===== src/rtl/mem_access_ctrl.sv =====
// mem_access_ctrl: load/store sequencer with sub-word merge, misalignment trap and access counters
module mem_access_ctrl #(
  parameter int CNT_W = 16
) (
  input  logic             clk,
  input  logic             rst_n,
  input  logic             req_valid,
  input  logic             req_write,
  input  logic [1:0]       req_size,
  input  logic             req_unsigned,
  input  logic [31:0]      req_addr,
  input  logic [31:0]      req_wdata,
  output logic             req_ready,
  output logic             resp_valid,
  output logic [31:0]      resp_rdata,
  output logic             misalign,
  output logic             mem_read,
  output logic             mem_write,
  output logic [31:0]      mem_addr,
  output logic [31:0]      mem_wdata,
  input  logic [31:0]      mem_rdata,
  output logic [CNT_W-1:0] ld_count,
  output logic [CNT_W-1:0] st_count
);
  typedef enum logic [2:0] {IDLE, READ, WRITE, RESP, ERR} state_t;
  state_t state_q, state_d;
  logic write_q, uns_q;
  logic [1:0] size_q;
  logic [31:0] addr_q, wdata_q, rdata_q, load_v;
  logic [CNT_W-1:0] ld_q, st_q;
  logic accept, mis_req;
  logic [7:0] byte_v;
  logic [15:0] half_v;
  assign accept  = req_valid && state_q == IDLE;
  assign mis_req = req_size[1] ? req_addr[1:0] != 2'b00 : req_size[0] & req_addr[0];
  // state register; reset aborts any access in flight
  always_ff @(posedge clk or negedge rst_n) begin
    if (!rst_n) state_q <= IDLE;
    else        state_q <= state_d;
  end
  // next state and strobes, all decoded from the registered state
  always_comb begin
    state_d    = state_q;
    req_ready  = 1'b0;
    mem_read   = 1'b0;
    mem_write  = 1'b0;
    resp_valid = 1'b0;
    misalign   = 1'b0;
    unique case (state_q)
      IDLE: begin
        req_ready = 1'b1;
        if (req_valid) state_d = mis_req ? ERR : (req_write && req_size[1]) ? WRITE : READ;
      end
      READ: begin
        mem_read = 1'b1;
        state_d  = write_q ? WRITE : RESP;
      end
      WRITE: begin
        mem_write = 1'b1;
        state_d   = RESP;
      end
      RESP: begin
        resp_valid = 1'b1;
        state_d    = IDLE;
      end
      ERR: begin
        resp_valid = 1'b1;
        misalign   = 1'b1;
        state_d    = IDLE;
      end
      default: state_d = IDLE;
    endcase
  end
  // request capture, read-data capture and saturating completion counters
  always_ff @(posedge clk or negedge rst_n) begin
    if (!rst_n) begin
      write_q <= 1'b0;
      uns_q   <= 1'b0;
      size_q  <= 2'b00;
      addr_q  <= '0;
      wdata_q <= '0;
      rdata_q <= '0;
      ld_q    <= '0;
      st_q    <= '0;
    end else begin
      if (accept) begin
        write_q <= req_write;
        uns_q   <= req_unsigned;
        size_q  <= req_size;
        addr_q  <= req_addr;
        wdata_q <= req_wdata;
      end
      if (state_q == READ) rdata_q <= mem_rdata;
      if (state_q == RESP && !write_q && ld_q != '1) ld_q <= ld_q + 1'b1;
      if (state_q == RESP && write_q && st_q != '1) st_q <= st_q + 1'b1;
    end
  end
  assign byte_v     = rdata_q[{addr_q[1:0], 3'b000} +: 8];
  assign half_v     = rdata_q[{addr_q[1], 4'b0000} +: 16];
  assign load_v     = size_q[1] ? rdata_q :
                      size_q[0] ? {{16{~uns_q & half_v[15]}}, half_v} :
                                  {{24{~uns_q & byte_v[7]}}, byte_v};
  assign resp_rdata = (state_q == RESP && !write_q) ? load_v : 32'h0;
  assign mem_addr   = {2'b00, addr_q[31:2]};
  assign ld_count   = ld_q;
  assign st_count   = st_q;
  // store word: full word as given, or captured word with one lane replaced
  always_comb begin
    mem_wdata = rdata_q;
    if (size_q[1]) mem_wdata = wdata_q;
    else if (size_q[0]) mem_wdata[{addr_q[1], 4'b0000} +: 16] = wdata_q[15:0];
    else mem_wdata[{addr_q[1:0], 3'b000} +: 8] = wdata_q[7:0];
  end
endmodule


===== config.mk =====
export PLATFORM = sky130hd
export DESIGN_NAME = mem_access_ctrl
export DESIGN_NICKNAME = d
export VERILOG_FILES = /design/src/rtl/mem_access_ctrl.sv
export SDC_FILE = /design/constraint.sdc
export NUM_CORES = 1
export LEC_CHECK = 0
export ABC_AREA = 1
export CORE_MARGIN = 3
export CORE_UTILIZATION = 35
export DETAILED_ROUTE_END_ITERATION = 7
export GPL_TIMING_DRIVEN = 0
export SLEW_MARGIN = 20
export SYNTH_ARGS = -nofsm -noshare
export SYNTH_HDL_FRONTEND = slang
export SYNTH_SLANG_ARGS = --single-unit

===== constraint.sdc =====
create_clock -name clk -period 2.94 [get_ports clk]
set_clock_uncertainty 0.15 [all_clocks]
set_input_delay 0.882 -clock clk [delete_from_list [all_inputs] [get_ports clk]]
set_output_delay 0.882 -clock clk [all_outputs]
set_load 0.02 [all_outputs]

==> flow_summary.ini <==
[run_status]
result_of_the_run = finished, violations left
violated_checks = setup timing

[min_path]
hold_class = in2async

[layout]
instances_no_fill = 1589
num_antenna_cells = 0
multi_input_area_sq_um = 4740
seq_area_sq_um = 3380
finish.net_count = 1373
final_layout_size_suffix_gt1_share_pct = 34.4
syn_to_final_growth_pct = 56.6
fillCellCount = 2073

[sta]
maxSlewHeadroom_pct = 57.4
min_period_ps = 3310
layout_setup_ws_ps = -369
timing_hold_violations_final = 0
unrepaired_setup_endpoints_after_global_routing = yes
finalSetupViolCount = 63
worstMarginPinSlew_ps = 639
final-max-slew-violation-count = 0
highest_clock_rate_mhz = 302
final.period_utilization_pct = 113

[place]
place_inst = 1519
global_placement_routability_congestion = 0.956
hpwlAfterDp_mm = 21.0
port_buffers = 233

[floorplanning]
die_width_um = 159
num_rows = 55
initial_core_util_pct = 35.9
design.die.area_sq_um = 25200
fp.dieH_um = 159
core_region_area_sq_um = 22800
i_o_pin_cnt = 236

[synthesis]
postSynthCellCount = 971
syn_area_sq_um = 8170
asyncSetResetFlopFracSynth_pct = 100
netlist_top_cells_count = 242 x sky130_fd_sc_hd__nand2_1, 135 x sky130_fd_sc_hd__dfrtp_1, 105 x sky130_fd_sc_hd__o21ai_0
yosys_warnings = 0
netlist-cell-type-count = 37
synthesis.area_per_instance_sq_um = 8.42
synth_top_area_cell = sky130_fd_sc_hd__dfrtp_1
synth.most_common_cell = sky130_fd_sc_hd__nand2_1
post_synth_edffs = 0
part_of_the_yosys_area_used_for_sequential_elements_pct = 41.3
post_synth_main_area_contributors = sky130_fd_sc_hd__dfrtp_1 41%, sky130_fd_sc_hd__nand2_1 11%, sky130_fd_sc_hd__mux2_4 10%
synth_ff_type = sky130_fd_sc_hd__dfrtp_1
synth_top_area_share_pct = 41.3
synth_seq_cells = 135

[grt]
grt_first_pass_wirelength_mm = 44.5
globalRouteTotalUtil_pct = 22.2
first_global_vias = 7914
grt_max_degree = 85
grt.overflow.total = 0
antenna_found_initial = 0

[cts]
cts.path.max_buffers = 2
cts_htree_levels = 4
cts-root-buf = sky130_fd_sc_hd__clkbuf_16
clock_sink_count = 135
insertion_delay_ps = 420
tritoncts = yes
clk_pin_slew_worst_paths_ps = 70
cts_made_buffers = 17

[detailed_routing]
drt-total-wl_mm = 28.6
detail_route.first_pass.iterations = 5
drt-vias-per-instance = 4.98
drt_drc_violations_left = 0
route.antenna.remaining_nets = 0
post_drt_wl_per_cell_um = 18.0
drtIter0Drc = 667
routed-via-count = 7920

[setup_path]
crit_path_frequent_cell = sky130_fd_sc_hd__buf_6
crit_path_capture_type = output pin
r2r_setup_slack_ps = 1030
rr_startpoint = state_q[2]$_DFFE_PN0P_
setup.worst_path.start_class = register
worst_r2r_endpoint = rdata_q[21]$_DFFE_PN0P_
worst_ep_required_time_ps = 1910
timing.critical_path.arrival_ps = 2280
path_class = reg2out
maximum_fanout_count_along_the_critical_path = 5
cp_slowest_stage_delay_ps = 400
crit_path_top_delay_cell = sky130_fd_sc_hd__dfrtp_1
reg2reg_depth = 5
crit_chain = buf_6, inv_4, buf_8, ha_4, buf_6, o31ai_4, nand2_4, o21ai_4, buf_6

[pwr]
standby_leakage_power_uw = 0.00570
power.share.switching_pct = 44.9
power.density_nw_per_um2 = 1180
power.share.sequential_pct = 22.8
cell_internal_pwr_uw = 8340
power.share.combinational_pct = 63.1
totalPowerFinal_uw = 15100
share_clk_of_total_power_pct = 14.1
switchingPower_uw = 6800
worst_ir_drop_vdd_uv = 745

[run]
maxCapViolations = 0
## area by class of cell
type | instances | share of cell area (%)
Buffer | 75 | 4.88
Clock buffer | 19 | 3.46
Clock inverter | 13 | 1.06
Inverter | 74 | 2.29
Multi-Input combinational cell | 685 | 37.0
Sequential cell | 135 | 26.4
Tap cell | 313 | 3.06
Timing Repair Buffer | 275 | 21.8
## through the flow
stage / utilization, % / TNS (ps) / setup WS, ps / hold WS (ps) / instance area (sq um)
after floorplan: - / 0 / 32.6 / 309 / 8280
after global placement: 48.3 / -712200 / -5030 / 338 / 11000
after detailed placement: 48.4 / -34670 / -910 / 343 / 11000
after CTS: 53.6 / -15850 / -396 / 205 / 12200
after global routing: 56.2 / -21860 / -467 / 202 / 12800
final: 56.2 / -16100 / -369 / 192 / 12800
## worst max-delay path, delay by kind of cell (launching register included)
kind / cells / cell delay, ps
flip-flops: 1 / 400
adder cells (fa/ha/maj): 1 / 200
buffers and inverters: 5 / 540
AND/OR/NAND/NOR: 1 / 160
AO/OA/AOI/OAI: 2 / 550
## sequential cells by signal, indices dropped and copies added, names as in the netlist
signal	flops
state_q	3
st_count	16
write_q	1
size_q	2
rdata_q	32
wdata_q	32
addr_q	32
ld_count	16
uns_q	1
## placed cells by master, fill, tap and decap left out, types with 5 or more instances in the layout
cell type / netlist / routed
sky130_fd_sc_hd__nand2_2: 7 / 20
sky130_fd_sc_hd__a21oi_2: 1 / 14
sky130_fd_sc_hd__nand3_2: 4 / 6
sky130_fd_sc_hd__buf_2: 14 / 6
sky130_fd_sc_hd__o22ai_2: 0 / 17
sky130_fd_sc_hd__mux2_4: 57 / 57
sky130_fd_sc_hd__xor2_1: 11 / 11
sky130_fd_sc_hd__inv_2: 8 / 7
sky130_fd_sc_hd__nor2_1: 55 / 46
sky130_fd_sc_hd__buf_4: 35 / 75
sky130_fd_sc_hd__inv_6: 0 / 7
sky130_fd_sc_hd__inv_1: 65 / 62
sky130_fd_sc_hd__nand3_1: 40 / 35
sky130_fd_sc_hd__o21ai_0: 105 / 84
sky130_fd_sc_hd__o22ai_1: 24 / 7
sky130_fd_sc_hd__clkdlybuf4s50_1: 0 / 164
sky130_fd_sc_hd__dfrtp_1: 135 / 130
sky130_fd_sc_hd__clkbuf_1: 16 / 5
sky130_fd_sc_hd__a22oi_2: 0 / 7
sky130_fd_sc_hd__o21ai_1: 7 / 8
sky130_fd_sc_hd__buf_6: 11 / 78
sky130_fd_sc_hd__nand2_4: 2 / 13
sky130_fd_sc_hd__o21ai_2: 7 / 19
sky130_fd_sc_hd__a31oi_2: 0 / 9
sky130_fd_sc_hd__clkbuf_2: 0 / 8
sky130_fd_sc_hd__o21ai_4: 0 / 8
sky130_fd_sc_hd__nand2_1: 242 / 218
sky130_fd_sc_hd__nand4_1: 7 / 7
sky130_fd_sc_hd__nor2_4: 4 / 23
sky130_fd_sc_hd__dfrtp_2: 0 / 5
sky130_fd_sc_hd__a21oi_1: 38 / 23
sky130_fd_sc_hd__clkbuf_16: 0 / 19
sky130_fd_sc_hd__xnor2_1: 9 / 9
sky130_fd_sc_hd__nor3_1: 8 / 8
## how the worst max path moves through the flow
stage	startpoint	end	slack (ps)
finish	addr_q[1]$_DFFE_PN0P_	mem_wdata[5]	-370
global route	addr_q[1]$_DFFE_PN0P_	mem_wdata[5]	-470
global placement	rst_n	addr_q[3]$_DFFE_PN0P_	-5030
floorplan	addr_q[1]$_DFFE_PN0P_	mem_wdata[16]	30
CTS	addr_q[1]$_DFFE_PN0P_	mem_wdata[16]	-400
detailed placement	addr_q[1]$_DFFE_PN0P_	mem_wdata[16]	-910
## what timing repair did
| action | 4_1_cts | 5_1_grt |
|---|---|---|
| endpoints found under the setup margin | 67 | 66 |
| buffers inserted | 26 | 15 |
| cloned | 2 | 1 |
| pin swaps | 25 | 46 |
| hold buffers | 0 | 0 |
| gates resized for setup | 492 | 125 |
## power groups by stage
| stage | combinational [uW] | clock [uW] | sequential [uW] |
|---|---|---|---|
| floorplan | 4850 | 0 | 3150 |
| global placement | 7590 | 0 | 3380 |
| detailed placement | 7650 | 0 | 3360 |
| CTS | 8630 | 2190 | 3400 |
| global route | 10100 | 2270 | 3540 |
| finish | 9560 | 2130 | 3450 |
## cell families (layout without fill, tap and decap cells)
family	after synthesis	in the layout	synth area share, %
AND/OR/NAND/NOR	389	389	20.8
AO/OA/AOI/OAI	210	210	14.3
buffers and inverters	152	456	9.81
flip-flops	135	135	41.3
multiplexers	57	57	10.5
XOR/XNOR	20	20	2.14
adder cells (fa/ha/maj)	7	7	1.07
other	1	2	0.0459
## layer usage
layer,track usage [%],share of wire [%],up-vias
li1,-,-,3793
met1,30.7,45,3750
met2,33.5,44,340
met3,7.15,9.0,37
met4,6.33,1.9,0
met5,0,0,-
(Power assumes the default switching activity.)
